## config.mk

```make
export PLATFORM = sky130hd
export DESIGN_NAME = gyro_adc_sampler_flat
export DESIGN_NICKNAME = d
export VERILOG_FILES = /design/src/rtl/gyro_adc_sampler_if.sv /design/src/rtl/gyro_adc_sampler.sv /design/src/flat_wrapper.sv
export SDC_FILE = /design/constraint.sdc
export NUM_CORES = 1
export LEC_CHECK = 0
export CAP_MARGIN = 20
export CORE_ASPECT_RATIO = 0.8
export CORE_MARGIN = 1
export CORE_UTILIZATION = 27
export CTS_BUF_LIST = sky130_fd_sc_hd__clkbuf_2 sky130_fd_sc_hd__clkbuf_4 sky130_fd_sc_hd__clkbuf_8
export CTS_CLUSTER_DIAMETER = 150
export CTS_CLUSTER_SIZE = 16
export DETAILED_ROUTE_END_ITERATION = 6
export GPL_TIMING_DRIVEN = 0
export MAX_ROUTING_LAYER = met4
export PLACE_DENSITY = 0.51
export SYNTH_ARGS = -nofsm -noshare
export SYNTH_HDL_FRONTEND = slang
export SYNTH_SLANG_ARGS = --single-unit
```

## constraint.sdc

```tcl
create_clock -name clk -period 2.5 [get_ports clk]
set_input_delay 0.25 -clock clk [delete_from_list [all_inputs] [get_ports clk]]
set_output_delay 0.25 -clock clk [all_outputs]
set_load 0.05 [all_outputs]
```

## src/rtl/gyro_adc_sampler_if.sv

```systemverilog
// gyro_adc_sampler_if
// SPI bus between the gyro sampler (master) and the 8-channel 12-bit ADC
// (slave).
//   adc_cs_n  : chip select, active low
//   adc_sclk  : SPI clock, idles high
//   adc_din   : control word from the sampler to the ADC (MOSI)
//   adc_dout  : conversion data from the ADC to the sampler (MISO)
interface gyro_adc_sampler_if;
  logic adc_cs_n;
  logic adc_sclk;
  logic adc_din;
  logic adc_dout;

  modport master (
    output adc_cs_n,
    output adc_sclk,
    output adc_din,
    input  adc_dout
  );

  modport slave (
    input  adc_cs_n,
    input  adc_sclk,
    input  adc_din,
    output adc_dout
  );
endinterface

```

## src/rtl/gyro_adc_sampler.sv

```systemverilog
// gyro_adc_sampler
// Every SAMPLE_PERIOD clocks, runs a burst of four 16-clock SPI frames on a
// 12-bit ADC. The frames address CH_X, CH_Y, CH_Z and CH_Z. The ADC returns
// the conversion for the address sent in the previous frame. Frame 0 data is
// therefore thrown away, and frames 1..3 carry x, y and z.
//
// Ports:
//   clk, reset        : single clock; synchronous active-high reset
//   enable            : allows a period tick to start a new burst
//   adc               : SPI bus, master modport of gyro_adc_sampler_if
//   gyroscope_data_*  : raw 12-bit codes, zero-extended to 32 bits
//   data_valid        : one-cycle pulse when the three outputs load
//   busy              : burst in progress, including the data_valid cycle
//
// Build option: GYRO_ADC_SAMPLER_AVG_EN adds per-axis accumulators. With it,
// the outputs are the mean of four bursts and data_valid pulses on every
// fourth burst only.
module gyro_adc_sampler #(
  parameter int unsigned CLK_DIV       = 32'd8,
  parameter int unsigned SAMPLE_PERIOD = 32'd196078,
  parameter logic [2:0]  CH_X          = 3'd0,
  parameter logic [2:0]  CH_Y          = 3'd1,
  parameter logic [2:0]  CH_Z          = 3'd2
) (
  input  logic               clk,
  input  logic               reset,
  input  logic               enable,
  gyro_adc_sampler_if.master adc,
  output logic [31:0]        gyroscope_data_x,
  output logic [31:0]        gyroscope_data_y,
  output logic [31:0]        gyroscope_data_z,
  output logic               data_valid,
  output logic               busy
);

  typedef enum logic [2:0] {
    IDLE  = 3'd0,
    SETUP = 3'd1,
    SHIFT = 3'd2,
    GAP   = 3'd3,
    DONE  = 3'd4
  } state_t;

  localparam logic [7:0]  DIV_LAST    = 8'(CLK_DIV - 32'd1);
  localparam logic [31:0] PERIOD_LAST = 32'(SAMPLE_PERIOD - 32'd1);

  state_t      state_r;
  state_t      state_next_s;
  logic [31:0] timer_r;
  logic [7:0]  div_r;
  logic [4:0]  half_r;       // SCLK half-period index within SHIFT; even = low half
  logic [4:0]  half_next_s;
  logic [1:0]  frame_r;
  logic [11:0] shift_r;      // only 12 bits kept: the 4 leading bits fall off the top
  logic [11:0] x_cap_r;
  logic [11:0] y_cap_r;
  logic [11:0] z_cap_r;
  logic        tick_s;
  logic        start_s;
  logic        div_last_s;
  logic        sample_s;
  logic        capture_s;
  logic        load_s;
  logic [2:0]  addr_s;
  logic [15:0] word_s;
  logic [3:0]  bit_idx_s;
  logic        cs_n_next_s;
  logic        sclk_next_s;
  logic        din_next_s;
  logic        cs_n_r;
  logic        sclk_r;
  logic        din_r;

  assign adc.adc_cs_n = cs_n_r;
  assign adc.adc_sclk = sclk_r;
  assign adc.adc_din  = din_r;

  assign tick_s     = (timer_r == PERIOD_LAST);
  assign start_s    = tick_s && enable && (state_r == IDLE);
  assign div_last_s = (div_r == DIV_LAST);
  // The SCLK rising edge is the clock that ends an even (low) half-period.
  assign sample_s   = (state_r == SHIFT) && div_last_s && !half_r[0];
  assign capture_s  = (state_r == SHIFT) && (state_next_s == GAP);
  assign load_s     = (state_r == GAP) && (state_next_s == DONE);

  // Burst period timer; the wrap cycle is the tick
  always_ff @(posedge clk) begin
    if (reset) begin
      timer_r <= 32'd0;
    end else if (tick_s) begin
      timer_r <= 32'd0;
    end else begin
      timer_r <= timer_r + 32'd1;
    end
  end

  // FSM state register
  always_ff @(posedge clk) begin
    if (reset) begin
      state_r <= IDLE;
    end else begin
      state_r <= state_next_s;
    end
  end

  // FSM next-state logic
  always_comb begin
    state_next_s = state_r;
    case (state_r)
      IDLE: begin
        if (start_s) state_next_s = SETUP;
        else         state_next_s = IDLE;
      end
      SETUP: begin
        if (div_last_s) state_next_s = SHIFT;
        else            state_next_s = SETUP;
      end
      SHIFT: begin
        if (div_last_s && (half_r == 5'd31)) state_next_s = GAP;
        else                                 state_next_s = SHIFT;
      end
      GAP: begin
        if (div_last_s) begin
          if (frame_r != 2'd3) state_next_s = SETUP;
          else                 state_next_s = DONE;
        end else begin
          state_next_s = GAP;
        end
      end
      DONE:    state_next_s = IDLE;
      default: state_next_s = IDLE;
    endcase
  end

  // Next values of the SPI pins. They are derived from the next state, so the
  // registered pins line up with the state they belong to.
  always_comb begin
    half_next_s = 5'd0;
    addr_s      = CH_Z;
    if (state_r == SHIFT) begin
      if (div_last_s) half_next_s = half_r + 5'd1;
      else            half_next_s = half_r;
    end else begin
      half_next_s = 5'd0;
    end
    case (frame_r)
      2'd0:    addr_s = CH_X;
      2'd1:    addr_s = CH_Y;
      2'd2:    addr_s = CH_Z;
      2'd3:    addr_s = CH_Z;
      default: addr_s = CH_Z;
    endcase
    word_s    = {2'b00, addr_s, 11'd0};
    // The bit index advances only when half goes odd->even, i.e. on SCLK fall.
    bit_idx_s = 4'd15 - half_next_s[4:1];
    cs_n_next_s = !((state_next_s == SETUP) || (state_next_s == SHIFT));
    if (state_next_s == SHIFT) begin
      sclk_next_s = half_next_s[0];
      din_next_s  = word_s[bit_idx_s];
    end else begin
      sclk_next_s = 1'b1;
      din_next_s  = 1'b0;
    end
  end

  // Clock divider, half-period and frame counters
  always_ff @(posedge clk) begin
    if (reset) begin
      div_r   <= 8'd0;
      half_r  <= 5'd0;
      frame_r <= 2'd0;
    end else begin
      if (div_last_s || (state_r == IDLE) || (state_r == DONE)) begin
        div_r <= 8'd0;
      end else begin
        div_r <= div_r + 8'd1;
      end
      half_r <= half_next_s;
      if (state_r == IDLE) begin
        frame_r <= 2'd0;
      end else if ((state_r == GAP) && div_last_s) begin
        frame_r <= frame_r + 2'd1;
      end else begin
        frame_r <= frame_r;
      end
    end
  end

  // Registered SPI pins and busy flag
  always_ff @(posedge clk) begin
    if (reset) begin
      cs_n_r <= 1'b1;
      sclk_r <= 1'b1;
      din_r  <= 1'b0;
      busy   <= 1'b0;
    end else begin
      cs_n_r <= cs_n_next_s;
      sclk_r <= sclk_next_s;
      din_r  <= din_next_s;
      busy   <= (state_next_s != IDLE);
    end
  end

  // MISO shift register and per-frame capture (frame 0 is discarded)
  always_ff @(posedge clk) begin
    if (reset) begin
      shift_r <= 12'd0;
      x_cap_r <= 12'd0;
      y_cap_r <= 12'd0;
      z_cap_r <= 12'd0;
    end else begin
      if (sample_s) begin
        shift_r <= {shift_r[10:0], adc.adc_dout};
      end else begin
        shift_r <= shift_r;
      end
      if (capture_s) begin
        case (frame_r)
          2'd1:    x_cap_r <= shift_r;
          2'd2:    y_cap_r <= shift_r;
          2'd3:    z_cap_r <= shift_r;
          default: x_cap_r <= x_cap_r;
        endcase
      end else begin
        x_cap_r <= x_cap_r;
      end
    end
  end

`ifdef GYRO_ADC_SAMPLER_AVG_EN
  logic [13:0] acc_x_r;
  logic [13:0] acc_y_r;
  logic [13:0] acc_z_r;
  logic [1:0]  burst_cnt_r;
  logic [13:0] sum_x_s;
  logic [13:0] sum_y_s;
  logic [13:0] sum_z_s;

  assign sum_x_s = acc_x_r + {2'b00, x_cap_r};
  assign sum_y_s = acc_y_r + {2'b00, y_cap_r};
  assign sum_z_s = acc_z_r + {2'b00, z_cap_r};

  // Four-burst accumulation; every fourth burst publishes sum/4 and clears
  always_ff @(posedge clk) begin
    if (reset) begin
      acc_x_r          <= 14'd0;
      acc_y_r          <= 14'd0;
      acc_z_r          <= 14'd0;
      burst_cnt_r      <= 2'd0;
      gyroscope_data_x <= 32'd0;
      gyroscope_data_y <= 32'd0;
      gyroscope_data_z <= 32'd0;
      data_valid       <= 1'b0;
    end else if (load_s && (burst_cnt_r == 2'd3)) begin
      acc_x_r          <= 14'd0;
      acc_y_r          <= 14'd0;
      acc_z_r          <= 14'd0;
      burst_cnt_r      <= 2'd0;
      gyroscope_data_x <= {20'd0, sum_x_s[13:2]};
      gyroscope_data_y <= {20'd0, sum_y_s[13:2]};
      gyroscope_data_z <= {20'd0, sum_z_s[13:2]};
      data_valid       <= 1'b1;
    end else if (load_s) begin
      acc_x_r     <= sum_x_s;
      acc_y_r     <= sum_y_s;
      acc_z_r     <= sum_z_s;
      burst_cnt_r <= burst_cnt_r + 2'd1;
      data_valid  <= 1'b0;
    end else begin
      data_valid <= 1'b0;
    end
  end
`else
  // Every burst publishes its three codes and pulses data_valid
  always_ff @(posedge clk) begin
    if (reset) begin
      gyroscope_data_x <= 32'd0;
      gyroscope_data_y <= 32'd0;
      gyroscope_data_z <= 32'd0;
      data_valid       <= 1'b0;
    end else if (load_s) begin
      gyroscope_data_x <= {20'd0, x_cap_r};
      gyroscope_data_y <= {20'd0, y_cap_r};
      gyroscope_data_z <= {20'd0, z_cap_r};
      data_valid       <= 1'b1;
    end else begin
      data_valid <= 1'b0;
    end
  end
`endif

endmodule

```

## src/flat_wrapper.sv

```systemverilog
// flat-port wrapper written by rule: the top's interface ports become plain ports
module gyro_adc_sampler_flat 
#(
  parameter int unsigned CLK_DIV       = 32'd8,
  parameter int unsigned SAMPLE_PERIOD = 32'd196078,
  parameter logic [2:0]  CH_X          = 3'd0,
  parameter logic [2:0]  CH_Y          = 3'd1,
  parameter logic [2:0]  CH_Z          = 3'd2
)
  (clk, reset, enable, gyroscope_data_x, gyroscope_data_y, gyroscope_data_z, data_valid, busy, adc_adc_cs_n, adc_adc_sclk, adc_adc_din, adc_adc_dout);
  gyro_adc_sampler_if adc_i ();
  input  logic clk;
  input  logic reset;
  input  logic enable;
  output logic [31:0] gyroscope_data_x;
  output logic [31:0] gyroscope_data_y;
  output logic [31:0] gyroscope_data_z;
  output logic data_valid;
  output logic busy;
  output wire logic [$bits(adc_i.adc_cs_n)-1:0] adc_adc_cs_n;
  output wire logic [$bits(adc_i.adc_sclk)-1:0] adc_adc_sclk;
  output wire logic [$bits(adc_i.adc_din)-1:0] adc_adc_din;
  input wire logic [$bits(adc_i.adc_dout)-1:0] adc_adc_dout;
  assign adc_adc_cs_n = adc_i.adc_cs_n;
  assign adc_adc_sclk = adc_i.adc_sclk;
  assign adc_adc_din = adc_i.adc_din;
  assign adc_i.adc_dout = adc_adc_dout;
  gyro_adc_sampler #(.CLK_DIV(CLK_DIV), .SAMPLE_PERIOD(SAMPLE_PERIOD), .CH_X(CH_X), .CH_Y(CH_Y), .CH_Z(CH_Z)) u_core (.clk(clk), .reset(reset), .enable(enable), .adc(adc_i), .gyroscope_data_x(gyroscope_data_x), .gyroscope_data_y(gyroscope_data_y), .gyroscope_data_z(gyroscope_data_z), .data_valid(data_valid), .busy(busy));
endmodule
```

### Word-level counts from Yosys, hierarchy flattened

Cells that the tools add are included.
Widths: inputs -> output; s select.

| word-level totals | value |
|---|---|
| input bits | 4 |
| word-level logic and storage cells | 75 |
| output and inout bits | 101 |
| register bits | 139 |

| cells by class | value |
|---|---|
| $add $sub $neg | 5 |
| reduce and logical (&&, ||, !) cells | 24 |
| bitwise gates (word level) | 1 |
| equal/unequal tests | 15 |
| order comparisons | 1 |
| multiplexer cells | 12 |

Operator list:

| kind | number |
|---|---|
| $add 32x1->32 const B | 1 |
| $eq 32x18->1 const B | 1 |
| $eq 3x2->1 const B | 4 |
| $pmux 3 s4 | 1 |
| $mux 5 | 2 |
| $reduce_or 2->1 | 5 |
| $pmux 3 s3 | 1 |
| $add 8x1->8 const B | 1 |
| $eq 8x3->1 const B | 1 |
| $logic_and 1x1->1 | 8 |
| $eq 3x1->1 const B | 2 |
| $eq 3x3->1 const B | 2 |
| $mux 3 | 2 |
| $reduce_and 2->1 | 3 |
| $add 5x1->5 const B | 1 |
| $eq 5x5->1 const B | 1 |
| $lt 4x5->1 const B | 1 |
| $bmux 1 s4 | 1 |
| $eq 2x2->1 const B | 2 |
| $mux 1 | 4 |
| $sub 4x4->4 const A | 1 |
| $logic_not 3->1 | 1 |
| $logic_or 1x1->1 | 3 |
| $reduce_bool 3->1 | 1 |
| 7 further kinds | 8 |

### Logic depth before layout (Yosys ltp)

| depth | value |
|---|---|
| depth in word-level cells | 8 |
| depth in mapped cells | 9 |
| gate-level depth less buffers | 7 |

### Worst setup path after synthesis

Ideal clock, no wire load.

| timing path | value |
|---|---|
| kind | reg-to-reg |
| start point | register u_core.div_r[7] |
| end point | register u_core.gyroscope_data_x[0] |
| setup time | 132 ps |
| stages on the path, launching flop included | 8 |
| required time | 2368 ps |
| path buffers | 2 |
| slack | 543 ps |
| period minus slack after synthesis | 1957 ps |
| arrival | 1825 ps |
| path through | dfxtp_1 -> or4_4 -> nor2_2 -> buf_2 -> nand4_2 -> buf_2 -> nand2_1 -> a21oi_1 |

| between the ends | value |
|---|---|
| word-level cells in the longest chain between the ends | 6 |
| elaborated cells on any way between the ends | 8 |
| classes of those cells | 2 x eq/ne; 4 x mux; 2 x reduce/logical |

RTL lines:

| element | line | RTL |
|---|---|---|
| start, declared | gyro_adc_sampler.sv:50 | `logic [7:0] div_r;` |
| start signal, assigned | gyro_adc_sampler.sv:176 | `div_r <= div_r + 8'd1;` |
| $eq 8x3->1 * | gyro_adc_sampler.sv:80 | `assign div_last_s = (div_r == DIV_LAST);` |
| $logic_and 1x1->1 | gyro_adc_sampler.sv:119 | `if (div_last_s && (half_r == 5'd31)) state_next_s = GAP;` |
| $mux 1 | gyro_adc_sampler.sv:119 |  |
| $pmux 3 s4 * | gyro_adc_sampler.sv:109 | `case (state_r)` |
| $eq 3x3->1 * | gyro_adc_sampler.sv:84 | `assign load_s = (state_r == GAP) && (state_next_s == DONE);` |
| $logic_and 1x1->1 * | gyro_adc_sampler.sv:84 |  |
| end signal, assigned | gyro_adc_sampler.sv:282 | `gyroscope_data_x <= {20'd0, x_cap_r};` |
| end, declared | gyro_adc_sampler.sv:29 | `output logic [31:0] gyroscope_data_x,` |

Mark *: on every way between the ends. The rest lies on a longest branch, timed or not.
A chain may end at the register's enable or synchronous reset.

### Worst setup path after layout

| timing path | value |
|---|---|
| start point | register u_core.timer_r[0] |
| end point | register u_core.timer_r[31] |

| between the ends | value |
|---|---|
| word-level cells in the longest chain between the ends | 2 |
| elaborated cells on any way between the ends | 3 |
| classes of those cells | 1 x add/sub; 1 x eq/ne; 1 x reduce/logical |

RTL lines:

| element | line | RTL |
|---|---|---|
| start, declared | gyro_adc_sampler.sv:49 | `logic [31:0] timer_r;` |
| start signal, assigned | gyro_adc_sampler.sv:93 | `timer_r <= timer_r + 32'd1;` |
| branches (longest 2 deep; another with $add 32x1->32) | -- |  |

Several ways; the timed one is not identified.

==> impl_metrics.env <==
export IMPL_status="completed"
export IMPL_seq_area_sq_um=2780
export IMPL_cts_root_buf="clkbuf_8"
export IMPL_crit_buf_inv=0
export IMPL_place_ws_ps=35.8
export IMPL_num_io_pins=105
export IMPL_drc=0
export IMPL_nets=864
export IMPL_timing_final_crit_share_pct=90.1
export IMPL_gp_congestion=0.775
export IMPL_numClockSinks=139
export IMPL_viasPerCell=4.29
export IMPL_cts_tree="built"
export IMPL_cp_max_fo=7
export IMPL_numPortBuffers=43
export IMPL_coreArea_sq_um=21600
export IMPL_r2r_end="u_core.timer_r[31]"
export IMPL_synthCells=730
export IMPL_fin_ws_ps=246
export IMPL_netlist_area_sq_um=5960
export IMPL_seqPwrFrac_pct=51.5
export IMPL_ir_drop_mv=0.330
export IMPL_nFillCells=2323
export IMPL_grt_max_degree=17
export IMPL_critPathMaxStageDelay_ps=650
export IMPL_clockBufferDepth=2
export IMPL_cts_buffers=17
export IMPL_worstPathArrival_ps=2640
export IMPL_ys_warnings_count=0
export IMPL_groute_layer_met1_usage_pct=18.3
export IMPL_clk_pin_slew_ps=80
export IMPL_dpl_cell_area_sq_um=6960
export IMPL_switchingPower_mw=1.17
export IMPL_insertedDiodeCount=0
export IMPL_finalInstanceArea_sq_um=7360
export IMPL_dp_cells=1107
export IMPL_detail_route_wl_per_cell_um=12.3
export IMPL_synth_seq_cells=139
export IMPL_cap_violations=0
export IMPL_reg2regPathDepth=5
export IMPL_vias=4883
export IMPL_p_leak_nw=2.69
export IMPL_slew_violations=0
export IMPL_async_reset_ff_share_pct=0
export IMPL_critical_path_endpoint_type="register"
export IMPL_dr_pass1_iters=4
export IMPL_finalSetupViolations=0
export IMPL_combPwrFrac_pct=7.7
export IMPL_synth_area_leaders="dfxtp_1 (47%), nand2_1 (12%), a21oi_1 (7.8%), buf_4 (7.6%), xor2_1 (3.4%)"
export IMPL_cts_hold_buf=0
export IMPL_p_int_mw=3.13
export IMPL_grt_busiest_layer="met2"
export IMPL_grt_pass1_vias=4449
export IMPL_clock_fmax_ghz=0.444
export IMPL_die_width_um=168
export IMPL_path_delay_family="simple AND/OR/NAND/NOR gates"
export IMPL_p_sw_share_pct=27.2
export IMPL_yosys_area_top_type="dfxtp_1"
export IMPL_met2_usage_pct=19.0
export IMPL_h_tree_depth=4
export IMPL_initial_core_util_pct=27.6
export IMPL_critPathRequiredTime_ps=2880
export IMPL_rsz0062_at_grt="false"
export IMPL_track_usage_pct=13.4
export IMPL_synth_ff_type="dfxtp_1"
export IMPL_num_rows=48
export IMPL_synth_commonest_cells="nand2_1 (185), dfxtp_1 (139), a21oi_1 (93)"
export IMPL_rr_startpoint="u_core.timer_r[0]"
export IMPL_critical_path_class="register to register"
export IMPL_synth_top_area_share_pct=46.7
export IMPL_wl_mm=14.0
export IMPL_ant_nets=0
export IMPL_crit_path_start="u_core.timer_r[0]"
export IMPL_clkLatencyLatePin_ps=450
export IMPL_drt_iter0_markers=265
export IMPL_stdcell_count=1139
export IMPL_relSlewSlack_pct=41.8
export IMPL_hold_path_class="input port to register"
export IMPL_met3_usage_pct=3.34
export IMPL_avgSynthCellArea_sq_um=8.16
export IMPL_yosysSeqAreaShare_pct=46.7
export IMPL_grt_pass1_wl_mm=22.9
export IMPL_hpwlAfterDp_mm=9.98
export IMPL_synth_edf_count=0
export IMPL_cp_slowest_cell="nor3_1"
export IMPL_skew_ps=15.6
export IMPL_p_per_area_nw_per_um2=585
export IMPL_dieArea_sq_um=22700
export IMPL_cp_num_cells=5
export IMPL_fin_tns_setup_ps=0
export IMPL_multiInputGateArea_sq_um=2790
export IMPL_finalCriticalPeriod_ps=2250
export IMPL_worst_slew_pin_slew_ps=871
export IMPL_drive_above_1_share_pct=13.5
export IMPL_grt_overflow=0
export IMPL_ff2ff_setup_slack_ps=250
export IMPL_antenna_found_initial=0
export IMPL_cp_start_kind="register"
export IMPL_yosysMostFrequentCell="nand2_1"
export IMPL_holdWs_ps=347
export IMPL_chipHeight_um=135
export IMPL_hold_violations=0
export IMPL_synth_cell_types=49
export IMPL_area_growth_pct=23.4
export IMPL_clkPwrFrac_pct=40.7
export IMPL_crit_chain="nand3_1 > nor3_1 > nand4_1 > or3_1 > a21oi_1"
export IMPL_critPathCapture="u_core.timer_r[31]"
state kept, by name (all words and copies together), names as in the netlist, 2 cells and up:
signal / cells
u_core.z_cap_r: 12
u_core.y_cap_r: 12
u_core.timer_r: 32
u_core.gyroscope_data_x: 12
u_core.shift_r: 12
u_core.gyroscope_data_z: 12
u_core.div_r: 8
u_core.state_r: 3
u_core.x_cap_r: 12
u_core.gyroscope_data_y: 12
u_core.frame_r: 2
u_core.half_r: 5
through the flow:
step           utilization (%)  power [mW]
2_1_floorplan                -        2.58
3_3_place_gp              32.2        2.60
3_5_place_dp              32.2        2.60
4_1_cts                   33.9        4.35
5_1_grt                   34.0        4.49
6_report                  34.0        4.31
layout make-up:
type	instances	area share, %
plain buffers	96	8.20
repair buffers	43	5.85
flip-flops and latches	139	37.8
inverters	8	0.408
clock inverters	13	1.60
clock buffers	19	3.56
well taps	275	4.68
multi-input cells	546	37.9
power groups by stage:
stage / sequential, mW / clock (mW) / combinational [mW]
5_1_grt: 2.22 / 1.92 / 0.351
2_1_floorplan: 2.27 / 0 / 0.306
6_report: 2.22 / 1.75 / 0.333
3_5_place_dp: 2.27 / 0 / 0.331
4_1_cts: 2.22 / 1.80 / 0.331
3_3_place_gp: 2.27 / 0 / 0.331
kinds of logic after synthesis:
kind of cell    synth area share [%]
compound gates                  9.95
xor+xnor                        5.00
fa+ha+maj                       1.89
buf+inv                         10.6
flops                           46.7
mux                            0.357
other cells                   0.0629
simple gates                    25.4
worst reg2reg max path, cell delays in order, from the launching register on:
cell and delay (ps):
dfxtp_1 390, nand3_1 180, nor3_1 650, nand4_1 390, or3_1 450, a21oi_1 140
routing by layer:
layer | part of all wire [%] | up-vias
met5 | 0 | -
met4 | 1.2 | 0
met3 | 3.8 | 17
met2 | 42 | 90
met1 | 53 | 2198
li1 | - | 2578
cell usage in the layout (no fill, tap or decap), types with 2 or more instances in the layout:
master and instances:
nand4_1 16, nor4b_1 3, nand2b_1 3, o21ai_0 6
clkinv_2 3, a31oi_1 2, inv_1 8, clkbuf_8 19
clkdlybuf4s50_1 43, buf_4 60, clkbuf_1 20, or2_2 2
and3_1 11, and4_1 9, dfxtp_1 139, or3_1 7
nand2_1 185, ha_1 9, xor2_1 23, nand3b_1 2
or4_4 2, a21oi_1 93, xnor2_1 11, clkinvlp_4 7
conb_1 60, nand3_1 14, buf_2 13, nor2_1 47
nand4b_1 2, nor3_1 12, buf_1 2, nor4_1 6
worst min path at each step:
| stage | startpoint | end | slack, ps | depth (start not counted) |
|---|---|---|---|---|
| 4_1_cts | reset | u_core.state_r[1] | 340 | 2 |
| 2_1_floorplan | adc_adc_dout | u_core.shift_r[0] | 390 | 2 |
| 3_5_place_dp | u_core.div_r[0] | u_core.div_r[0] | 430 | 1 |
| 3_3_place_gp | u_core.div_r[0] | u_core.div_r[0] | 430 | 1 |
| 5_1_grt | adc_adc_dout | u_core.shift_r[0] | 400 | 3 |
| 6_report | reset | u_core.state_r[1] | 350 | 2 |
what timing repair did:
| action | CTS | global route |
|---|---|---|
| endpoints found under the setup margin | 0 | 62 |
| hold endpoints to repair | 0 | 0 |
| gates resized for setup | 0 | 5 |
| setup buffers | 0 | 0 |
Note: power is estimated with default switching activity, not from simulation.
